File: src/rtl/aura_pkg.sv
// aura_pkg: shared definitions for the attention-pipeline accumulation blocks.
//
// Contents:
//   - Default vector geometry (VA_VEC_LEN, VA_DATA_WIDTH, VA_ACC_WIDTH, VA_CNT_WIDTH)
//   - va_state_e   : vec_accum control state (ACCUM collects beats, OUTPUT presents the sum)
//   - acc_elem_t   : one signed accumulator element at the default width

package aura_pkg;

    localparam int VA_VEC_LEN    = 8;
    localparam int VA_DATA_WIDTH = 16;
    localparam int VA_ACC_WIDTH  = 24;
    localparam int VA_CNT_WIDTH  = 8;

    typedef enum logic {
        ACCUM  = 1'b0,
        OUTPUT = 1'b1
    } va_state_e;

    typedef logic signed [VA_ACC_WIDTH-1:0] acc_elem_t;

endpackage

File: src/rtl/vec_accum_acc_lane.sv
// acc_lane: one signed accumulator element of vec_accum.
//
// Ports:
//   clk    in   clock, rising edge
//   rst    in   synchronous reset, active-low
//   en     in   accept din this cycle
//   first  in   din starts a new group (load instead of add)
//   clr    in   zero the accumulator (group handed downstream)
//   din    in   signed input element, DATA_WIDTH bits
//   acc_q  out  signed accumulator, ACC_WIDTH bits
//
// Build option: VEC_ACCUM_SAT_EN makes each add saturate at the signed
// limits of ACC_WIDTH instead of wrapping.

module acc_lane
    import aura_pkg::*;
#(
    parameter int DATA_WIDTH = VA_DATA_WIDTH,
    parameter int ACC_WIDTH  = VA_ACC_WIDTH
) (
    input  logic                  clk,
    input  logic                  rst,
    input  logic                  en,
    input  logic                  first,
    input  logic                  clr,
    input  logic [DATA_WIDTH-1:0] din,
    output logic [ACC_WIDTH-1:0]  acc_q
);

    logic [ACC_WIDTH-1:0] acc_d;
    logic [ACC_WIDTH-1:0] ext;
    logic [ACC_WIDTH-1:0] sum;

    always_comb begin
        ext = ACC_WIDTH'(signed'(din));
        sum = acc_q + ext;
`ifdef VEC_ACCUM_SAT_EN
        // Overflow only when both operands share a sign and the result flips it;
        // clamp towards the operands' sign.
        if ((acc_q[ACC_WIDTH-1] == ext[ACC_WIDTH-1]) &&
            (sum[ACC_WIDTH-1] != acc_q[ACC_WIDTH-1])) begin
            sum = acc_q[ACC_WIDTH-1] ? {1'b1, {(ACC_WIDTH-1){1'b0}}}
                                     : {1'b0, {(ACC_WIDTH-1){1'b1}}};
        end
`endif
        acc_d = acc_q;
        if (clr) begin
            acc_d = '0;
        end else if (en) begin
            acc_d = first ? ext : sum;
        end
    end

    always_ff @(posedge clk) begin
        if (!rst) begin
            acc_q <= '0;
        end else begin
            acc_q <= acc_d;
        end
    end

endmodule

File: src/rtl/vec_accum.sv
// vec_accum: sums a group of num_vec signed vectors element-wise and emits
// one accumulated vector per group.
//
// Ports:
//   clk      in   clock, rising edge
//   rst      in   synchronous reset, active-low
//   vld_in   in   upstream vector valid
//   rdy_out  out  block can accept an upstream vector (registered, state only)
//   num_vec  in   vectors per group, sampled on a group's first beat (0 means 1)
//   a        in   VEC_LEN signed elements of DATA_WIDTH bits
//   vld_out  out  accumulated vector valid (registered)
//   rdy_in   in   downstream ready
//   acc_out  out  VEC_LEN signed elements of ACC_WIDTH bits, straight from the registers
//
// Build option: VEC_ACCUM_SAT_EN selects saturating element adds (see acc_lane).

module vec_accum
    import aura_pkg::*;
#(
    parameter int VEC_LEN    = VA_VEC_LEN,
    parameter int DATA_WIDTH = VA_DATA_WIDTH,
    parameter int ACC_WIDTH  = VA_ACC_WIDTH,
    parameter int CNT_WIDTH  = VA_CNT_WIDTH
) (
    input  logic                                clk,
    input  logic                                rst,
    input  logic                                vld_in,
    output logic                                rdy_out,
    input  logic [CNT_WIDTH-1:0]                num_vec,
    input  logic [VEC_LEN-1:0][DATA_WIDTH-1:0]  a,
    output logic                                vld_out,
    input  logic                                rdy_in,
    output logic [VEC_LEN-1:0][ACC_WIDTH-1:0]   acc_out
);

    va_state_e            state_q, state_d;
    logic [CNT_WIDTH-1:0] cnt_q, cnt_d;
    logic [CNT_WIDTH-1:0] len_q, len_d;
    logic                 rdy_out_q, rdy_out_d;
    logic                 vld_out_q, vld_out_d;

    logic                 beat;
    logic                 first_beat;
    logic                 last_beat;
    logic                 out_done;
    logic [CNT_WIDTH-1:0] eff_len;

    // The count never exceeds len-1, so a group of 2^CNT_WIDTH-1 beats fits
    // without wrapping. On the first beat the freshly sampled length decides
    // whether the group is already complete.
    always_comb begin
        eff_len    = (num_vec == '0) ? CNT_WIDTH'(1) : num_vec;
        beat       = vld_in && rdy_out_q;
        first_beat = (cnt_q == '0);
        last_beat  = first_beat ? (eff_len == CNT_WIDTH'(1))
                                : (cnt_q == len_q - CNT_WIDTH'(1));
        out_done   = vld_out_q && rdy_in;

        state_d = state_q;
        cnt_d   = cnt_q;
        len_d   = len_q;

        case (state_q)
            ACCUM: begin
                if (beat) begin
                    if (first_beat) begin
                        len_d = eff_len;
                    end
                    if (last_beat) begin
                        cnt_d   = '0;
                        state_d = OUTPUT;
                    end else begin
                        cnt_d = cnt_q + CNT_WIDTH'(1);
                    end
                end
            end
            OUTPUT: begin
                if (out_done) begin
                    state_d = ACCUM;
                end
            end
            default: begin
                state_d = ACCUM;
            end
        endcase

        rdy_out_d = (state_d == ACCUM);
        vld_out_d = (state_d == OUTPUT);
    end

    always_ff @(posedge clk) begin
        if (!rst) begin
            state_q   <= ACCUM;
            cnt_q     <= '0;
            len_q     <= '0;
            rdy_out_q <= 1'b1;
            vld_out_q <= 1'b0;
        end else begin
            state_q   <= state_d;
            cnt_q     <= cnt_d;
            len_q     <= len_d;
            rdy_out_q <= rdy_out_d;
            vld_out_q <= vld_out_d;
        end
    end

    assign rdy_out = rdy_out_q;
    assign vld_out = vld_out_q;

    // Lanes clear when the sum is handed downstream so the next group starts clean.
    for (genvar i = 0; i < VEC_LEN; i++) begin : g_lane
        acc_lane #(
            .DATA_WIDTH(DATA_WIDTH),
            .ACC_WIDTH (ACC_WIDTH)
        ) u_lane (
            .clk  (clk),
            .rst  (rst),
            .en   (beat),
            .first(first_beat),
            .clr  (out_done),
            .din  (a[i]),
            .acc_q(acc_out[i])
        );
    end

endmodule

File: config.mk
export PLATFORM = sky130hd
export DESIGN_NAME = vec_accum
export DESIGN_NICKNAME = d
export VERILOG_FILES = /design/src/rtl/aura_pkg.sv /design/src/rtl/vec_accum_acc_lane.sv /design/src/rtl/vec_accum.sv
export SDC_FILE = /design/constraint.sdc
export NUM_CORES = 1
export LEC_CHECK = 0
export CAP_MARGIN = 10
export CORE_MARGIN = 2
export CORE_UTILIZATION = 50
export CTS_CLUSTER_DIAMETER = 150
export DETAILED_ROUTE_END_ITERATION = 16
export PLACE_DENSITY = 0.79
export SLEW_MARGIN = 30
export SYNTH_ARGS = -nofsm -noshare
export SYNTH_HDL_FRONTEND = slang
export SYNTH_HIERARCHICAL = 1
export SYNTH_SLANG_ARGS = --single-unit
File: constraint.sdc
create_clock -name clk -period 2.73 [get_ports clk]
set_input_delay 0.4095 -clock clk [delete_from_list [all_inputs] [get_ports clk]]
set_output_delay 0.4095 -clock clk [all_outputs]
set_load 0.02 [all_outputs]
# Word-level counts from Yosys, hierarchy flattened
# Cells that the tools add are included.
# totals
regBits	210
inputBits	140
output_inout_bits	194
wordCells	49
# classes
n_addsub	10
n_eq_ne	2
mux	15
bitwise	3
reduce_logical	7
# ops
operator	n
$add A24 B24 Y24	8
$mux W24	8
$logic_not A8 Y1	2
$mux W8	2
$add A8 B1 Y8 const B	1
$eq A8 B1 Y1 const B	1
$eq A8 B8 Y1	1
$sub A8 B1 Y8 const B	1
$mux W1	4
$not A1 Y1	3
$reduce_and A3 Y1	1
$logic_and A1 B1 Y1	2
$pmux W1 S2	1
$reduce_and A2 Y1	1
$reduce_or A2 Y1	1

# Longest topological paths before layout
# Gate-level depths: netlist (run 1).
# depth
word_depth	8
depth_mapped	11
mapped_depth_nobuf	11

# By module
# Netlist (run 1), hierarchy kept.
# by_module_without_submodules
mod	instances	cells_each	area_per_inst_um2	seq_area_each_um2
acc_lane (g_lane[1].u_lane ...)	3	315	2332.2	480.5
acc_lane (g_lane[4].u_lane ...)	3	292	2228.4	480.5
acc_lane (g_lane[0].u_lane)	1	311	2332.2	480.5
acc_lane (g_lane[7].u_lane)	1	290	2222.1	480.5
vec_accum	1	121	1117.3	360.3

# Least setup slack after synthesis (run 1)
# Ideal clock, no wire load.
# synth_path
kind	reg2reg
start	reg cnt_q[0]
end	reg g_lane[7].u_lane.acc_q[20]
setup_time_ns	0.064
arrival_ns	2.850
t_required_ns	2.666
setup_slack_ns	-0.184
stages_incl_launch_ff	11
path_buffers	1
period_less_slack_ns	2.914
path_cell_list	dfxtp_1 > inv_1 > ha_1 > or4b_4 > nor4_4 > clkbuf_1 > a21boi_0 > a21oi_1 > o21ai_0 > a311o_1 > nor2_1
# synth_between
elab_chain_cells	2
# synth_lines
item	line	text
from (decl)	vec_accum.sv:37	logic [CNT_WIDTH-1:0] cnt_q, cnt_d;
from (signal assigned)	vec_accum.sv:100	cnt_q <= cnt_d;
$logic_not A8 Y1	vec_accum.sv:54	first_beat = (cnt_q == '0);
net first_beat	vec_accum.sv:43	logic first_beat;
$mux W24	vec_accum_acc_lane.sv:50	acc_d = first ? ext : sum;
to (signal assigned)	vec_accum_acc_lane.sv:56	acc_q <= '0;
to (signal assigned)	vec_accum_acc_lane.sv:58	acc_q <= acc_d;
to (decl)	vec_accum_acc_lane.sv:27	output logic [ACC_WIDTH-1:0] acc_q
# The timed path passes the listed nets, and every way through them passes these cells.
# A chain may end at the register's enable or synchronous reset.

# Final worst setup path (run 1)
# layout_path
start	reg g_lane[6].u_lane.acc_q[3]
end	reg g_lane[6].u_lane.acc_q[17]
# layout_between
elab_chain_cells	2
# layout_lines
item	line	text
from (decl)	vec_accum_acc_lane.sv:27	
from (signal assigned)	vec_accum_acc_lane.sv:56	
from (signal assigned)	vec_accum_acc_lane.sv:58	
$add A24 B24 Y24	vec_accum_acc_lane.sv:36	sum = acc_q + ext;
$mux W24	vec_accum_acc_lane.sv:50	
# No other way between the ends.

==> out/results.ini, run 1 <==
[critical_path]
worst_path_max_delay_cell=o311a_1
end_kind=flip-flop
critical_path.top_delay_family=compound AO/OA/AOI/OAI gates
r2r_cells=9
worstPathMaxFanout=4
cpMostUsedCell=a21oi_1
crit_type=flip-flop to flip-flop
r2r-end=g_lane[6].u_lane/acc_q[17]
regToRegSetupSlack_ns=0.11
path_buf_inv=0
cp.arrival_ns=3.06
slowest_delay_ns=0.38
crit_required_ns=3.17
critPathLaunchType=flip-flop
reg2reg_from=g_lane[6].u_lane/acc_q[3]
cp_cell_sequence=ha_1 -> a21oi_1 -> o21ai_1 -> o211a_1 -> o311a_1 -> a211o_1 -> a221oi_2 -> xor2_1 -> a21oi_1

[cts]
cts_made_buffers=28
cts_num_sinks=210
htreeDepth=1
clk_path_buf_depth=3
cts_setup_buffers=0
cts_tree=built
cts-root-buf=clkbuf_16
insertion_delay_ns=0.57
clk_pin_slew_worst_paths_ns=0.06

[yosys]
synthCells=2543
synthesis.yosys.warnings=6
ys_ff_latch=210
synth.avg_cell_area_um2=7.611
synth.distinct_cells=84
syn_area_um2=19350
syn-num-nets=2878
synth-edff-count=0
ys.flop_type=dfxtp_1
ys_seq_area_share_pct=21.72
async_flop_share_pct=0

[global_routing]
grt_pass1_wl_um=103300
overflow=0
grt_antenna_before_repair=4
grtUsageTotal_pct=30.25
grt_max_degree=66
grt_pass1_vias=21029

[cells_and_area]
multi_input_area_um2=14340
layout_common_cells=368 x buf_4, 333 x clkdlybuf4s50_1, 290 x a21oi_1
fin_nets=3473
regArea_um2=4205
drive_above_1_share_pct=15.40
final_common_cell=buf_4
syn_to_final_growth_pct=37.87
fillers=3114

[floorplanning]
fp.dieW_um=200.7
initial_core_util_pct=50.31
fp.dieArea_um2=40300
pin_count=334
row_count=72
core_um2=38470
die-height_um=200.7

[detailed_routing]
drt_iter0_drc=1336
drt_pass1_iterations=6
vias_per_cell=5.827
routed_wl_um=63480
vias=21443
drc=0
ant_nets=0
wl_per_cell_um=17.25

[timing]
finalSetupViolations=0
min_period_ns=2.617
hold_slack_ns=0.4831
max_slew_margin_pct=44.05
max_freq_ghz=0.3821
drv_slew=0
fin_skew_ns=0.02045
worst_pin_slew_ns=0.8375
finalHoldViolCount=0
timing.final.ws_setup_ns=0.1128
tns_ns=0
period_share_pct=95.87

[placement]
placement.io_buffers=333
dp_slack_ns=-0.4291
hpwl_um=48420
place_congestion=0.9509

[min_path]
hold_path_end=len_q[4]
hold_depth=3
hold_start=num_vec[4]
hold_class=input pin to flip-flop

[power]
p_per_area_nw_per_um2=552.4
peakVddDrop_mv=0.5331
p_leak_nw=11.87
power_mw=14.74

[flow_run]
maxCapViolCount=0

[run_status]
status=finished, final reports clean

[tightest hold or removal path, stage by stage]
cell and delay (ns):
clkdlybuf4s50_1 0.41, mux2i_1 0.12, nor2b_1 0.05
[power by group]
group	total, mW	switching, mW	internal (mW)
Clock	3.69	1.50	2.19
Combinational	7.28	3.81	3.47
Sequential	3.76	0.347	3.42
[layout make-up]
type                            instances  area share (%)
Clock inverter                         11          0.4173
Sequential cell                       210           15.76
Timing Repair Buffer                  710           23.49
Multi-Input combinational cell       2105           53.74
Inverter                               83           1.168
Antenna cell                            6         0.05627
Clock buffer                           37           2.945
Tap cell                              518           2.429
[sequential cells by signal, indices dropped and copies added, names as in the netlist]
register / cells
vld_out: 1
rdy_out: 1
len_q: 8
cnt_q: 8
g_lane.u_lane/acc_q: 192
[metrics by stage]
step	util (%)	std cells	instance area [µm²]
4_1_cts	69.14	3674	26600
3_3_place_gp	66.80	3626	25690
2_1_floorplan	-	2543	19380
5_1_grt	69.34	3676	26670
6_report	69.37	3680	26680
3_5_place_dp	66.80	3626	25690
[worst max path at each step]
| stage | slack, ns | from | to | depth (start not counted) |
|---|---|---|---|---|
| after floorplan | -0.06 | cnt_q[0] | g_lane[0].u_lane/acc_q[10] | 8 |
| after global placement | -0.36 | a[112] | g_lane[7].u_lane/acc_q[22] | 12 |
| after detailed placement | -0.43 | a[48] | g_lane[3].u_lane/acc_q[20] | 13 |
| after CTS | 0.01 | cnt_q[0] | g_lane[6].u_lane/acc_q[17] | 12 |
| after global routing | -0.006 | g_lane[1].u_lane/acc_q[0] | g_lane[1].u_lane/acc_q[20] | 11 |
| final | 0.11 | g_lane[6].u_lane/acc_q[3] | g_lane[6].u_lane/acc_q[17] | 9 |
[Yosys cell counts, types with 30 or more instances]
cell / n / area, µm²
a21oi_1: 292 / 1461
nor2_1: 245 / 919.6
o21ai_0: 212 / 1061
dfxtp_1: 210 / 4204
ha_1: 187 / 2340
nand2_1: 175 / 656.9
clkbuf_1: 112 / 420.4
inv_1: 83 / 311.6
xor2_1: 74 / 648.1
mux2i_1: 71 / 710.7
xnor2_1: 71 / 621.9
nor2b_1: 61 / 381.6
nor3_1: 59 / 295.3
a21o_1: 57 / 427.9
a211oi_1: 56 / 420.4
nand3_1: 53 / 265.3
o21ai_1: 43 / 215.2
a31oi_1: 38 / 237.7
o211ai_1: 35 / 262.8
o21a_1: 31 / 232.7
nand2b_1: 30 / 187.7
[logic make-up after synthesis]
family / count (synthesis) / share of synthesized area (%)
AND/OR/NAND/NOR: 744 / 18.58
buffers and inverters: 228 / 4.609
XOR/XNOR: 145 / 6.562
AO/OA/AOI/OAI: 940 / 31.34
multiplexers: 81 / 4.273
adder cells (fa/ha/maj): 195 / 12.92
flip-flops: 210 / 21.72
[what timing repair did]
item | CTS | global route
pin swaps | 0 | 4
gates resized for setup | 3 | 18
hold buffers | 0 | 0
endpoints found under the setup margin | 9 | 28
[routing by layer]
| metal | wire length, µm | GRT usage, % | share of wire [%] |
|---|---|---|---|
| met5 | 0 | 0 | 0 |
| met4 | 2260 | 10.82 | 3.6 |
| met1 | 27650 | 38.03 | 44 |
| met3 | 3861 | 5.227 | 6.1 |
| met2 | 29720 | 52.03 | 47 |
No activity file was read; power rests on OpenSTA's default activity.
==> run 2: changes to the inputs <==
- CORE_MARGIN: 2 -> 5
==> out/results.ini, run 2 (synthesis gave the netlist of run 1 again) <==
[timing]
min_period_ns=2.639  ; +0.02189 ns
fin_skew_ns=0.008751  ; -0.01170 ns
drv_slew=0  ; unchanged
period_share_pct=96.67  ; +0.80 points
max_slew_margin_pct=40.69  ; -3.4 points
rsz0062_at_grt=yes
finalHoldViolCount=0  ; unchanged
finalSetupViolations=0  ; unchanged
max_freq_ghz=0.3789  ; -0.83%
hold_slack_ns=0.4992  ; +0.01607 ns
worst_pin_slew_ns=0.8879  ; +0.05041 ns

[cells_and_area]
postLayoutCoreUtil_pct=69.46  ; +0.098 points
regMostFlops=g_lane.u_lane/acc_q
drive_above_1_share_pct=15.52  ; +0.12 points
fillers=3105  ; -0.29%
syn_to_final_growth_pct=38.07
fin_area_um2=26720  ; +0.14%
final_common_cell=buf_4
fin_nets=3488  ; +0.43%
layout_common_cells=383 x buf_4, 333 x clkdlybuf4s50_1, 291 x a21oi_1
largest_reg_flops=192  ; unchanged
largestRegisters=g_lane.u_lane/acc_q: 192 flops, cnt_q: 8 flops, len_q: 8 flops

[critical_path]
worst_path_max_delay_cell=clkdlybuf4s50_1
critPathLaunchType=input pin
crit_required_ns=3.16  ; about the same
crit_type=input pin to flip-flop
cp.arrival_ns=3.07  ; about the same
cp_cell_sequence=clkdlybuf4s50_1 -> ha_1 -> inv_1 -> fa_1 -> nor2b_1 -> o2111ai_1 -> nand3_1 -> nand2_1 -> o31ai_1 -> buf_4 -> nand4_1 -> mux2i_1 -> o211ai_1
end_kind=flip-flop
worstPathMaxFanout=3  ; -1
slowest_delay_ns=0.55  ; +0.17 ns

[cts]
cts_num_sinks=210  ; unchanged
cts_tree=built
clk_path_buf_depth=3  ; unchanged
insertion_delay_ns=0.55  ; -0.02 ns
cts-root-buf=clkbuf_16
htreeDepth=1  ; unchanged
clk_pin_slew_worst_paths_ns=0.06  ; about the same
hold_buffers=0  ; unchanged
cts_made_buffers=27  ; -3.6%

[floorplanning]
die-height_um=206.7  ; +3.0%
core_um2=38470  ; unchanged
pin_count=334  ; unchanged
fp.dieArea_um2=42740  ; +6.1%
fp.dieW_um=206.7  ; +3.0%
row_count=72  ; unchanged
initial_core_util_pct=50.31  ; unchanged

[global_routing]
grt_pass1_wl_um=104500  ; +1.2%
overflow=0  ; unchanged
grtUsageTotal_pct=28.89  ; -1.4 points
grt_antenna_before_repair=6  ; +2
grt_pass1_vias=21598  ; +2.7%
grt_max_degree=59  ; -11%

[detailed_routing]
drt_iter0_drc=1589  ; +19%
drc=0  ; unchanged
vias=21784  ; +1.6%
vias_per_cell=5.902  ; +1.3%
routed_wl_um=65160  ; +2.6%
ant_nets=0  ; unchanged
wl_per_cell_um=17.65  ; +2.3%
drt_pass1_iterations=5  ; -1

[flow_run]
maxCapViolCount=0  ; unchanged

[power]
p_per_area_nw_per_um2=548.9  ; -0.63%
peakVddDrop_mv=0.5053  ; -5.2%
p_leak_nw=11.92  ; +0.42%

[min_path]
hold_class=input pin to flip-flop

[placement]
placement.io_buffers=333  ; unchanged
place_congestion=0.9691  ; +1.9%
hpwl_um=49810  ; +2.9%
place_area_um2=25780  ; +0.34%

[run_status]
status=finished, final reports clean

[run 2: timing repair]
item	4_1_cts	5_1_grt
setup buffers	0	0
cloned	0	1
pin swaps	0	1
endpoints found under the setup margin	6	19
gates resized for setup	2	15
[run 2: cell type report]
type / instances / area [µm²] / area share (%)
Antenna cell: 2 / 5.005 / 0.01873
Inverter: 83 / 311.5 / 1.166
Tap cell: 518 / 648.1 / 2.426
Clock buffer: 39 / 760.7 / 2.847
Multi-Input combinational cell: 2105 / 14310 / 53.54
Clock inverter: 8 / 90.09 / 0.3371
Timing Repair Buffer: 726 / 6395 / 23.93
Sequential cell: 210 / 4205 / 15.74
[run 2: worst paths after layout]
kind | startpoint | to | slack, ns | depth (start not counted)
min | num_vec[7] | len_q[7] | 0.50 | 3
max reg2reg | g_lane[5].u_lane/acc_q[3] | g_lane[5].u_lane/acc_q[17] | 0.13 | 9
min reg2reg | g_lane[2].u_lane/acc_q[0] | g_lane[2].u_lane/acc_q[0] | 0.51 | 2
max | a[48] | g_lane[3].u_lane/acc_q[20] | 0.09 | 13
[run 2: critical path: cells and delay by family]
family	cells	cell delay (ns)
adder cells (fa/ha/maj)	2	0.57
AND/OR/NAND/NOR	4	0.58
multiplexers	1	0.21
buffers and inverters	3	0.77
AO/OA/AOI/OAI	3	0.51
[run 2: per-layer routing]
layer / wire (µm) / global-route usage (%) / vias to the layer above / share of wire, %
met5: 71 / 0 / - / 0.11
met4: 2369 / 10.48 / 10 / 3.6
li1: - / - / 10596 / -
met1: 27370 / 35.97 / 10227 / 42
met2: 30630 / 49.49 / 773 / 47
met3: 4716 / 6.046 / 178 / 7.2
[run 2: report_power, final]
group | switching (mW) | internal, mW | leakage [nW]
combinational | 3.84 | 3.50 | 9.75
sequential | 0.358 | 3.42 | 1.74
clock | 1.45 | 2.10 | 0.423
[run 2: stage by stage]
step	setup TNS (ns)	instances	setup slack [ns]	power, mW
5_1_grt	-0.04858	3689	-0.04135	15.55
6_report	0	3691	0.09090	14.67
2_1_floorplan	-1.140	2543	-0.06276	8.062
3_5_place_dp	-23.04	3641	-0.4473	10.98
4_1_cts	0	3688	0.05404	14.62
3_3_place_gp	-16.80	3641	-0.3861	10.80
